**src/rtl/mem_arb_pkg.sv**
```systemverilog
// rtl/mem_arb_pkg.sv - shared encodings for the instruction/data memory arbiter
package mem_arb_pkg;

   localparam int CNT_W = 4;

   typedef enum logic [1:0] {
      IDLE   = 2'd0,
      ACCESS = 2'd1,
      WAIT   = 2'd2,
      RESP   = 2'd3
   } state_t;

   typedef enum logic {
      INST = 1'b0,
      DATA = 1'b1
   } owner_t;

endpackage

```
**src/rtl/mem_arb_pick.sv**
```systemverilog
// rtl/mem_arb_pick.sv - combinational winner select: load/store first, fetch after a data streak
module mem_arb_pick
   import mem_arb_pkg::*;
#(
   parameter int MAX_STREAK = 4
) (
   input  logic             inst_req,
   input  logic             data_req,
   input  logic [CNT_W-1:0] streak,
   output logic             grant_inst,
   output logic             grant_data
);

   localparam logic [CNT_W-1:0] STREAK_LIMIT = CNT_W'(MAX_STREAK);

   // Data yields to a waiting fetch only once it has used up its streak.
   assign grant_data = data_req && (!inst_req || (streak < STREAK_LIMIT));
   assign grant_inst = inst_req && !grant_data;

endmodule

```
**src/rtl/mem_arbiter.sv**
```systemverilog
// rtl/mem_arbiter.sv - serializes fetch and load/store traffic onto one fixed-latency memory port
module mem_arbiter
   import mem_arb_pkg::*;
#(
   parameter int ADDR_W     = 32,
   parameter int DATA_W     = 32,
   parameter int LATENCY    = 1,
   parameter int MAX_STREAK = 4
) (
   input  logic              clock,
   input  logic              reset,
   input  logic              inst_req,
   input  logic [ADDR_W-1:0] inst_addr,
   output logic              inst_gnt,
   output logic              inst_rvalid,
   output logic [DATA_W-1:0] inst_rdata,
   input  logic              data_req,
   input  logic              data_we,
   input  logic [ADDR_W-1:0] data_addr,
   input  logic [DATA_W-1:0] data_wdata,
   output logic              data_gnt,
   output logic              data_rvalid,
   output logic [DATA_W-1:0] data_rdata,
   output logic              mem_en,
   output logic              mem_rw,
   output logic [ADDR_W-1:0] mem_addr,
   output logic [DATA_W-1:0] mem_wdata,
   input  logic [DATA_W-1:0] mem_rdata
);

   localparam logic [CNT_W-1:0] LAT_LAST     = CNT_W'(LATENCY);
   localparam logic [CNT_W-1:0] STREAK_LIMIT = CNT_W'(MAX_STREAK);

   state_t           state;
   owner_t           owner;
   logic [CNT_W-1:0] streak;
   logic [CNT_W-1:0] lat_cnt;
   logic             pick_inst;
   logic             pick_data;

   mem_arb_pick #(
      .MAX_STREAK (MAX_STREAK)
   ) u_pick (
      .inst_req   (inst_req),
      .data_req   (data_req),
      .streak     (streak),
      .grant_inst (pick_inst),
      .grant_data (pick_data)
   );

   // Grants are Mealy; gating with reset keeps them quiet while reset is held.
   assign inst_gnt = reset && (state == IDLE) && pick_inst;
   assign data_gnt = reset && (state == IDLE) && pick_data;

   always_ff @(posedge clock or negedge reset) begin
      if (!reset) begin
         state       <= IDLE;
         owner       <= INST;
         streak      <= '0;
         lat_cnt     <= '0;
         mem_en      <= 1'b0;
         mem_rw      <= 1'b0;
         mem_addr    <= '0;
         mem_wdata   <= '0;
         inst_rvalid <= 1'b0;
         inst_rdata  <= '0;
         data_rvalid <= 1'b0;
         data_rdata  <= '0;
      end else begin
         mem_en      <= 1'b0;
         inst_rvalid <= 1'b0;
         data_rvalid <= 1'b0;
         case (state)
            IDLE: begin
               if (data_gnt) begin
                  owner     <= DATA;
                  mem_addr  <= data_addr;
                  mem_rw    <= data_we;
                  mem_wdata <= data_wdata;
                  mem_en    <= 1'b1;
                  state     <= ACCESS;
                  if (!inst_req) begin
                     streak <= '0;
                  end else if (streak < STREAK_LIMIT) begin
                     streak <= streak + 1'b1;
                  end
               end else if (inst_gnt) begin
                  owner     <= INST;
                  mem_addr  <= inst_addr;
                  mem_rw    <= 1'b0;
                  mem_wdata <= '0;
                  mem_en    <= 1'b1;
                  streak    <= '0;
                  state     <= ACCESS;
               end
            end
            ACCESS: begin
               lat_cnt <= CNT_W'(1);
               state   <= WAIT;
            end
            WAIT: begin
               if (lat_cnt == LAT_LAST) begin
                  // Stores acknowledge with zero data rather than whatever the bus carries.
                  if (owner == DATA) begin
                     data_rdata  <= mem_rw ? '0 : mem_rdata;
                     data_rvalid <= 1'b1;
                  end else begin
                     inst_rdata  <= mem_rdata;
                     inst_rvalid <= 1'b1;
                  end
                  state <= RESP;
               end else begin
                  lat_cnt <= lat_cnt + 1'b1;
               end
            end
            RESP: begin
               state <= IDLE;
            end
            default: begin
               state <= IDLE;
            end
         endcase
      end
   end

endmodule

```
**config.mk**
```make
export PLATFORM = sky130hd
export DESIGN_NAME = mem_arbiter
export DESIGN_NICKNAME = d
export VERILOG_FILES = /design/src/rtl/mem_arb_pkg.sv /design/src/rtl/mem_arb_pick.sv /design/src/rtl/mem_arbiter.sv
export SDC_FILE = /design/constraint.sdc
export NUM_CORES = 1
export LEC_CHECK = 0
export BUFFER_PORTS_ARGS = -buffer_cell sky130_fd_sc_hd__buf_2
export CORE_MARGIN = 2
export CORE_UTILIZATION = 34
export DETAILED_ROUTE_END_ITERATION = 8
export SLEW_MARGIN = 5
export SYNTH_ARGS = -nofsm -noshare
export SYNTH_HDL_FRONTEND = slang
export SYNTH_SLANG_ARGS = --single-unit
```
**constraint.sdc**
```tcl
create_clock -name clock -period 2.2 [get_ports clock]
set_clock_uncertainty 0.15 [all_clocks]
set_input_delay 0 -clock clock [delete_from_list [all_inputs] [get_ports clock]]
set_output_delay 0 -clock clock [all_outputs]
set_load 0.01 [all_outputs]
```
* Word level (Yosys, flattened, before mapping) *
Index checks and enable logic that the tools add are counted.

operators by class
  add/sub/neg operators = 2
  order comparisons = 1
  eq/ne operators = 8
  muxes and demuxes = 27
  bitwise gates (word level) = 1
  reduce and logical (&&, ||, !) cells = 17

operators with widths
  cell                                                   number
  2-to-1 mux 32 bit                                      5
  2-to-1 mux 4 bit                                       5
  2-to-1 mux 1 bit                                       12
  AND reduction 3 bit                                    3
  adder 4 x 1 -> 4 bit, second input constant            2
  case mux 2 bit (4 select lines)                        1
  case mux 4 bit (2 select lines)                        1
  2-to-1 mux 2 bit                                       3
  AND reduction 2 bit                                    3
  logical AND 1 bit                                      5
  equality test 2 bit, second input constant             2
  equality test 4 x 1 -> 1 bit, second input constant    1
  < comparator 4 x 3 -> 1 bit, second input constant     1
  inequality test 2 bit, second input constant           2
  nonzero test 2 bit                                     2
  inequality test 3 x 2 -> 1 bit, second input constant  1
  inequality test 3 bit, second input constant           1
  equality test 2 x 1 -> 1 bit, second input constant    1
  logical NOT 1 bit                                      2
  logical NOT 2 bit                                      1
  logical OR 1 bit                                       1
  NOT 1 bit                                              1

storage, ports and cells
  bits in registers = 143
  bits of input ports = 133
  output and inout port bits = 134
  logic and storage cells = 68

* Depth between registers and ports, before layout *
Gate-level depths: netlist of the first run.

  depth in word-level cells = 9
  gate-level depth with buffers = 8
  depth with buffers taken out = 5

* Modules after synthesis *
Synthesis of the first run repeated with hierarchy kept, for this count alone.

second synthesis, totals
  cells, all modules = 489
  area, all modules = 5931.9 µm²

modules (own cells, without submodules)
  module        instances  cells an instance  area each (µm²)  sequential area each (µm²)
  mem_arbiter   1          485                5909.4           3578.4
  mem_arb_pick  1          4                  22.5             0.0

* Worst setup path after synthesis of the first run *
Ideal clock, no wire load.

  path type = reg-to-reg
  start point = register lat_cnt[1]
  end point = register inst_rdata[11]
  library setup time = 0.125 ns
  arrival = 1.887 ns
  required time = 1.925 ns
  setup slack = 0.038 ns
  cell stages (with the launch flop) = 8
  buffers on the path = 2
  period minus slack after synthesis = 2.162 ns
  cell sequence = dfrtp_1 > inv_1 > ha_1 > or3b_1 > buf_2 > nor3b_4 > buf_6 > mux2_2

on the way
  word-level cells in the longest chain between the ends = 2

ends and longest elaborated chain
  what                           RTL line            RTL
  start, declared                mem_arbiter.sv:37   logic [CNT_W-1:0] lat_cnt;
  start signal, assigned         mem_arbiter.sv:113  lat_cnt <= lat_cnt + 1'b1;
  equality test 4 x 1 -> 1 bit   mem_arbiter.sv:102  if (lat_cnt == LAT_LAST) begin
  AND reduction 3 bit (no line)  --
  end signal, assigned           mem_arbiter.sv:108  inst_rdata <= mem_rdata;
  end, declared                  mem_arbiter.sv:16   output logic [DATA_W-1:0] inst_rdata,

No other way between the ends.
A chain may end at the register's enable or synchronous reset.

* Worst setup path after layout of the first run *
  start point = register lat_cnt[1]
  end point = register inst_rdata[28]

Same word-level chain as after synthesis.

==> flow_metrics.tcl, run 1 <==
set metrics [dict create \
    relSlewSlack 0.616 \
    finalMaxSlewViolations 0 \
    core_mm2 0.0166 \
    tightest_slew_ns 0.576 \
    h-tree-depth 4 \
    grt-ovfl-total 0 \
    setup_tns_ns 0 \
    path_class "flop to flop" \
    yosysWarnings 0 \
    antenna_found_initial 0 \
    final.period_utilization 0.976 \
    ys_ff_latch 143 \
    setup_viol 0 \
    synth-main-ff-cell "dfrtp_1" \
    ys_seq_area_frac 0.616 \
    worstSetupStartpointType "flop" \
    critPathCapture "inst_rdata[28]" \
    drive_above_1_share 0.461 \
    layout_commonest_cell "buf_2" \
    cts_sinks 143 \
    cts_buffer_depth 2 \
    die_h_um 135 \
    worstSetupEndpointType "flop" \
    vdd_drop_max_uv 552 \
    async_reset_ff_frac 1.00 \
    gp_congestion 0.798 \
    yosysTopAreaCell "dfrtp_1" \
    rsz0062_at_grt "true" \
    total_power_mw 12.5 \
    synth_area_per_cell_um2 14.0 \
    vias 5068 \
    grtUsageTotal 0.196 \
    via_per_inst 4.81 \
    drv_cap 0 \
    syn_inst 415 \
    std_cell_rows 47 \
    wl_per_cell_um 17.0 \
    fp.dieW_um 135 \
    fin_ws_ns 0.0524 \
    synth_edf_count 0 \
    dp_slack_ns 0.0337 \
    num_antenna_cells 0 \
    dp_hpwl_mm 11.2 \
    reg2reg_to "inst_rdata[28]" \
    synth_nets 555 \
    utilization 0.567 \
    start_util 0.349 \
    p_leak_nw 4.69 \
    drt-pass1-iter-count 4 \
    min_period_ns 2.15 \
    grt_max_degree 110 \
    final_cell_mix "buf_2 (265), dfrtp_1 (143), dlygate4sd3_1 (132)" \
    hp-class "primary input to asynchronous set/reset pin" \
    clk_latency_ns 0.41 \
    grt_pass1_vias 5498 \
    synthDominantCellAreaShare 0.616 \
    status "finished clean" \
    cp_data_arrival_time_ns 2.28 \
    synth_area_mm2 0.00581 \
    cp.required_ns 2.33 \
    clock-root-buffer "clkbuf_16" \
    rr_startpoint "lat_cnt[1]" \
    startpoint "lat_cnt[1]" \
    drt_iter0_markers 193 \
    synth_area_leaders "dfrtp_1 (62%), mux2_2 (12%), a221o_1 (5.5%)" \
    io_pins 267 \
    clk_pin_slew_ns 0.06 \
    cts_inserted_buffers 17 \
    hold_violations 0 \
    postRouteAntennaNets 0 \
    drt-total-wl_mm 17.9 \
    grt_first_pass_wirelength_mm 27.9 \
    p_per_area_mw_per_mm2 1320 \
    area_growth_pct 62.5 \
    ff2ff_setup_slack_ns 0.05 \
    drt_drc_violations_left 0 \
    io_buffers 266 \
    die_area_mm2 0.0181 \
    cts_tree "yes" \
    final_nets 962 \
    reg2reg_depth 7 \
    synth_cell_types 33 \
    path_max_fanout 8 \
    fmax_ghz 0.466 \
]
-- synth_stat cells (2+ instances only) --
| library cell | count |
|---|---|
| nor2b_1 | 33 |
| and2_1 | 34 |
| a221o_1 | 32 |
| buf_1 | 4 |
| nand2_1 | 2 |
| o21ai_0 | 4 |
| nand3_1 | 3 |
| a21oi_1 | 4 |
| buf_2 | 2 |
| a22o_1 | 35 |
| mux2_2 | 63 |
| mux2_1 | 3 |
| ha_1 | 7 |
| dfrtp_1 | 143 |
| clkbuf_1 | 20 |
| inv_1 | 5 |
| buf_6 | 3 |
| nor2_1 | 3 |
-- flip-flops by register name (all words and copies together), names as in the netlist --
signal       cells
data_rdata      32
data_rvalid      1
inst_rdata      32
inst_rvalid      1
lat_cnt          4
mem_addr        32
mem_en           1
mem_rw           1
mem_wdata       32
owner            1
state            2
streak           4
-- stage by stage --
step                cell area, um2  hold WS [ns]  std cells
global route                  9440        0.0536       1053
floorplan                     5810        -0.446        415
detailed placement            7430        -0.214        884
finish                        9440        0.0426       1053
CTS                           9370        0.0318       1047
global placement              7430        -0.222        884
-- final cells by class --
cell class / count / area, um2
sequential: 143 / 3580
tap: 220 / 275
clock inverter: 12 / 159
multi-input combinational: 238 / 2090
inverter: 5 / 18.8
clock buffer: 18 / 439
timing repair buffer: 417 / 2880
fill: 1333 / 7200
-- worst min path at each step --
stage                    end  slack [ns]  depth (start not counted)
6_report           streak[0]        0.04                          3
3_3_place_gp        state[0]       -0.22                          1
4_1_cts         mem_addr[22]        0.03                          3
3_5_place_dp        state[0]       -0.21                          1
5_1_grt        mem_wdata[24]        0.05                          3
2_1_floorplan  data_rdata[0]       -0.45                          0
-- where the power goes --
group | switching [mW] | total, mW | internal [mW]
registers | 0.665 | 4.55 | 3.89
logic | 2.38 | 4.98 | 2.60
clock network | 1.11 | 2.92 | 1.81
total | 4.16 | 12.5 | 8.30
-- critical path: stages (launching register included) --
cell and delay, ns:
dfrtp_1 0.41, inv_2 0.07, ha_1 0.14, or3b_4 0.40, nor3b_4 0.21, buf_4 0.17, clkbuf_16 0.16, mux2_1 0.33
-- per-layer routing --
| layer | up-vias | track usage | share of wire |
|---|---|---|---|
| met2 | 234 | 0.335 | 0.49 |
| met1 | 2482 | 0.238 | 0.42 |
| met3 | 32 | 0.0495 | 0.068 |
| li1 | 2320 | - | - |
| met4 | 0 | 0.0784 | 0.026 |
| met5 | - | 0 | 0 |
-- logic make-up (layout without fill, tap and decap cells) --
logic type | after synthesis | count (layout) | share of synthesized area
compound gates | 79 | 79 | 0.120
xor+xnor | 1 | 1 | 0.00151
fa+ha+maj | 7 | 7 | 0.0151
buf+inv | 34 | 452 | 0.0263
flops | 143 | 143 | 0.616
mux | 67 | 67 | 0.130
simple gates | 84 | 84 | 0.0913
-- repair_timing --
action                                  in CTS  in global routing
hold buffers                               133                  0
setup buffers                                0                  4
hold endpoints to repair                   278                  0
resized for setup                            0                  4
endpoints found under the setup margin       0                 34
No activity file was read; power rests on OpenSTA's default activity.
==> inputs of run 2 (changes only) <==
==> constraint.sdc (replaced) <==
create_clock -name clock -period 2.3 [get_ports clock]
set_clock_uncertainty 0.15 [all_clocks]
set_input_delay 0 -clock clock [delete_from_list [all_inputs] [get_ports clock]]
set_output_delay 0 -clock clock [all_outputs]
set_load 0.01 [all_outputs]
==> run 2 against run 1 <==
Final cell count shrank 0.57%. Largest power group unchanged. Via count grew 0.63%. Sequential power shrank 4.4%. Non-clock buffer count shrank 8. Combinational power shrank 5.4%. Utilization shrank 0.38 points. Fmax shrank 0.67%. Sequential cell count is the same.
==> flow_metrics.tcl, run 2 (synthesized netlist as in run 1, its figures left out) <==
set metrics [dict create \
    grtUsageTotal 0.199 \
    final_nets 954 \
    reg2reg_depth 5 \
    drt-pass1-iter-count 4 \
    drt_drc_violations_left 0 \
    dp_hpwl_mm 11.2 \
    grt-ovfl-total 0 \
    fp.dieW_um 135 \
    fmax_ghz 0.463 \
    hold_violations 0 \
    area_growth_pct 61.4 \
    cts_inserted_buffers 17 \
    drv_cap 0 \
    drt_iter0_markers 230 \
    setup_tns_ns 0 \
    cts_sinks 143 \
    tightest_slew_ns 0.604 \
    grt_first_pass_wirelength_mm 28.3 \
    final.period_utilization 0.940 \
    rr_startpoint "lat_cnt[0]" \
    path_class "flop to flop" \
    relSlewSlack 0.598 \
    reg2reg_to "inst_rdata[16]" \
    via_per_inst 4.87 \
    drive_above_1_share 0.452 \
    cp_data_arrival_time_ns 2.30 \
    crit_path_cell_trace "ha_1 -> or3b_1 -> nor3b_4 -> buf_12 -> mux2_2" \
    h-tree-depth 4 \
    core_mm2 0.0166 \
    postRouteAntennaNets 0 \
    clock-root-buffer "clkbuf_16" \
    critPathCapture "inst_rdata[16]" \
    fill_cells 1348 \
    path_buf_inv 1 \
    vdd_drop_max_uv 540 \
    die_h_um 135 \
    clk_pin_slew_ns 0.07 \
    antenna_found_initial 0 \
    num_antenna_cells 0 \
    ff2ff_setup_slack_ns 0.14 \
    worstSetupStartpointType "flop" \
    io_pins 267 \
    cts_setup_buffers 0 \
    p_per_area_mw_per_mm2 1270 \
    die_area_mm2 0.0181 \
    setup_viol 0 \
    critical_path.slowest_cell "dfrtp_1" \
    cts_buffer_depth 2 \
    cts_tree "yes" \
    hp-class "primary input to asynchronous set/reset pin" \
    rsz0062_at_grt "false" \
    layout_commonest_cell "buf_2" \
    final_cell_mix "buf_2 (265), dfrtp_1 (143), dlygate4sd3_1 (132)" \
    grt_max_degree 115 \
    finalMaxSlewViolations 0 \
    path_max_fanout 33 \
    vias 5100 \
    io_buffers 266 \
    path_delay_family "simple AND/OR/NAND/NOR gates" \
    grt_pass1_vias 5480 \
    std_cell_rows 47 \
    max_stage_delay_ns 0.45 \
    worstSetupEndpointType "flop" \
    total_power_mw 11.9 \
    cp.required_ns 2.44 \
    min_period_ns 2.16 \
    drt-total-wl_mm 17.9 \
    clk_latency_ns 0.41 \
    path_depth 5 \
    start_util 0.349 \
    gp_congestion 0.773 \
    status "finished clean" \
    wl_per_cell_um 17.1 \
    startpoint "lat_cnt[0]" \
    p_leak_nw 4.66 \
]
## run 2: cell count changes in the layout (fill, tap and decap cells not counted), sizes merged
cell | before | now
buf | 284 | 277
clkinv | 3 | 4
## run 2: per-stage QoR
step | instance area (um2) | utilization | hold WS, ns | setup WS (ns) | std cells
2_1_floorplan | 5810 | - | -0.446 | 0.138 | 415
3_3_place_gp | 7420 | 0.446 | -0.238 | 0.199 | 882
3_5_place_dp | 7420 | 0.446 | -0.237 | 0.139 | 882
4_1_cts | 9380 | 0.563 | 0.0152 | 0.118 | 1047
5_1_grt | 9380 | 0.564 | 0.0392 | 0.0304 | 1047
6_report | 9380 | 0.564 | 0.0336 | 0.138 | 1047
## run 2: timing repair
action | 4_1_cts | 5_1_grt
hold buffers | 133 | 0
gates resized for setup | 0 | 1
endpoints found under the hold margin | 277 | 0
setup endpoints to repair | 0 | 1
## run 2: area by class of cell
type | count | area (um2) | area share
sequential | 143 | 3580 | 0.382
multi-input combinational | 238 | 2090 | 0.223
timing repair buffer | 409 | 2810 | 0.299
tap | 220 | 275 | 0.0293
clock inverter | 13 | 178 | 0.0189
clock buffer | 19 | 433 | 0.0462
inverter | 5 | 18.8 | 0.00200
## run 2: worst min-delay path: stages
cell           delay [ns]
dlygate4sd3_1        0.58
buf_6                0.16
buf_12               0.20
## run 2: power breakdown
| group | switching, mW | internal (mW) | leakage [nW] |
|---|---|---|---|
| registers | 0.631 | 3.72 | 1.77 |
| logic | 2.28 | 2.43 | 2.60 |
| clock network | 1.12 | 1.73 | 0.291 |
| total | 4.03 | 7.88 | 4.66 |
## run 2: how the worst min path moves through the flow
stage	startpoint	endpoint	slack [ns]	cells after the start
2_1_floorplan	reset	data_rdata[0]	-0.45	0
3_3_place_gp	reset	state[0]	-0.24	1
3_5_place_dp	reset	state[0]	-0.24	1
4_1_cts	reset	mem_addr[3]	0.02	3
5_1_grt	reset	mem_addr[5]	0.04	3
6_report	reset	mem_addr[5]	0.03	3
## run 2: layer usage
layer	GRT usage	routed length [um]	up-vias
li1	-	-	2314
met1	0.246	7250	2486
met2	0.325	8680	260
met3	0.0559	1460	40
met4	0.0924	550	0
met5	0	0	-
==> inputs of run 3 (changes only) <==
--- a/config.mk
+++ b/config.mk
@@ -8,8 +8,9 @@
 export BUFFER_PORTS_ARGS = -buffer_cell sky130_fd_sc_hd__buf_2
 export CORE_MARGIN = 2
 export CORE_UTILIZATION = 34
+export CTS_BUF_LIST = sky130_fd_sc_hd__clkbuf_4 sky130_fd_sc_hd__clkbuf_8
 export DETAILED_ROUTE_END_ITERATION = 8
-export SLEW_MARGIN = 5
+export SLEW_MARGIN = 15
 export SYNTH_ARGS = -nofsm -noshare
 export SYNTH_HDL_FRONTEND = slang
 export SYNTH_SLANG_ARGS = --single-unit
==> run 3 against run 2 <==
Design area shrank 1.8%. Clock power shrank 24%. Sequential power is essentially flat. Largest power group unchanged. Power shrank 5.9%. Global-route usage shrank 0.094 points. Final cell count is essentially flat. Critical path depth grew 2. Wire length shrank 0.35%. Combinational power is essentially flat. Sequential cell count is the same. Sequential share of layout area grew 0.69 points.
==> flow_metrics.tcl, run 3 (synthesized netlist as in run 1, its figures left out) <==
set metrics [dict create \
    status "finished clean" \
    path_max_fanout 40 \
    grt_first_pass_wirelength_mm 28.1 \
    path_class "primary input to flop" \
    grt_max_degree 115 \
    final.period_utilization 0.969 \
    worstSetupStartpointType "primary input" \
    worst_path_most_repeated_cell "dlygate4sd3_1" \
    fp.dieW_um 135 \
    via_per_inst 4.91 \
    max_stage_delay_ns 0.61 \
    cts_buffer_depth 2 \
    drt-pass1-iter-count 5 \
    drv_cap 0 \
    rsz0062_at_grt "false" \
    fill_cells 1363 \
    final_nets 955 \
    antenna_found_initial 0 \
    dp_hpwl_mm 11.2 \
    postRouteAntennaNets 0 \
    finalMaxSlewViolations 0 \
    hold_violations 0 \
    p_leak_nw 4.58 \
    layout_commonest_cell "buf_2" \
    die_h_um 135 \
    fin_ws_ns 0.0717 \
    final_cell_mix "buf_2 (265), dfrtp_1 (143), dlygate4sd3_1 (133)" \
    drt_drc_violations_left 0 \
    p_per_area_mw_per_mm2 1220 \
    h-tree-depth 4 \
    vias 5144 \
    hold_ws_ns 0.156 \
    cts_tree "yes" \
    cp_data_arrival_time_ns 2.41 \
    dp_slack_ns 0.139 \
    cts_inserted_buffers 17 \
    critical_path.slowest_cell "dlygate4sd3_1" \
    grtUsageTotal 0.198 \
    io_pins 267 \
    gp_congestion 0.773 \
    clock-root-buffer "clkbuf_8" \
    area_growth_pct 58.6 \
    grt_pass1_vias 5455 \
    cts_sinks 143 \
    path_delay_family "buffers and inverters" \
    clk_pin_slew_ns 0.09 \
    cts_setup_buffers 0 \
    fmax_ghz 0.449 \
    tightest_slew_ns 0.609 \
    num_antenna_cells 0 \
    hp-class "primary input to flop" \
    die_area_mm2 0.0181 \
    grt-ovfl-total 0 \
    stdcell_count 1048 \
    path_buf_inv 4 \
    min_period_ns 2.23 \
    std_cell_rows 47 \
    cp.required_ns 2.48 \
    drive_above_1_share 0.455 \
    start_util 0.349 \
    setup_viol 0 \
    drt_iter0_markers 258 \
    worstSetupEndpointType "flop" \
    clk_latency_ns 0.44 \
    relSlewSlack 0.594 \
    placed_cells 882 \
    crit_path_cell_trace "dlygate4sd3_1 -> dlygate4sd3_1 -> buf_6 -> and2_1 -> and3_2 -> buf_12 -> a221o_1" \
    total_power_mw 11.2 \
    io_buffers 266 \
    core_mm2 0.0166 \
    setup_tns_ns 0 \
    vdd_drop_max_uv 518 \
    drt-total-wl_mm 17.9 \
    wl_per_cell_um 17.1 \
]
[run 3: cell count changes in the layout (fill, tap and decap cells not counted)]
cell	previous run	this run
buf_6	2	1
buf_8	0	1
clkbuf_1	2	0
clkbuf_16	17	0
clkbuf_4	0	2
clkbuf_8	0	17
dlygate4sd3_1	132	133
ha_1	7	6
ha_2	0	1
[run 3: stage by stage]
| step | instance area (um2) | util |
|---|---|---|
| 4_1_cts | 9200 | 0.553 |
| 6_report | 9210 | 0.553 |
| 2_1_floorplan | 5810 | - |
| 5_1_grt | 9210 | 0.553 |
| 3_5_place_dp | 7420 | 0.446 |
| 3_3_place_gp | 7420 | 0.446 |
[run 3: tightest hold or removal path, stage by stage]
cell,delay [ns]
dlygate4sd3_1,0.52
buf_2,0.09
a22o_1,0.11
[run 3: where the power goes]
part	switching [mW]	total [mW]	internal, mW
clock network	1.04	2.16	1.12
registers	0.628	4.34	3.71
logic	2.28	4.72	2.44
[run 3: path summary, 6_finish.rpt]
kind	from	endpoint	slack, ns	depth (start not counted)
worst min register to register	inst_rdata[10]	inst_rdata[10]	0.34	1
min in group asynchronous	reset	mem_addr[5]	0.55	4
worst max register to register	lat_cnt[0]	inst_rdata[2]	0.15	5
max in group asynchronous	reset	data_rdata[1]	0.83	4
worst min-delay path	data_wdata[22]	mem_wdata[22]	0.16	3
worst max-delay path	reset	mem_addr[15]	0.07	7
[run 3: cell type report]
cell class	instances	area (um2)	area share
Clock buffer	19	249	0.0270
Clock inverter	13	178	0.0193
Inverter	5	18.8	0.00204
Multi-Input combinational cell	238	2090	0.227
Sequential cell	143	3580	0.388
Tap cell	220	275	0.0299
Timing Repair Buffer	410	2820	0.306
[run 3: layer usage]
metal / routed length, um / vias up / track usage
met5: 0 / - / 0
met2: 8640 / 272 / 0.325
met1: 7220 / 2522 / 0.244
li1: - / 2314 / -
met3: 1520 / 36 / 0.0574
met4: 494 / 0 / 0.0877
[run 3: repair_timing]
action                                 4_1_cts  5_1_grt
hold buffers                               134        0
setup endpoints to repair                    0        1
endpoints found under the hold margin      278        0
resized for setup                            0        3
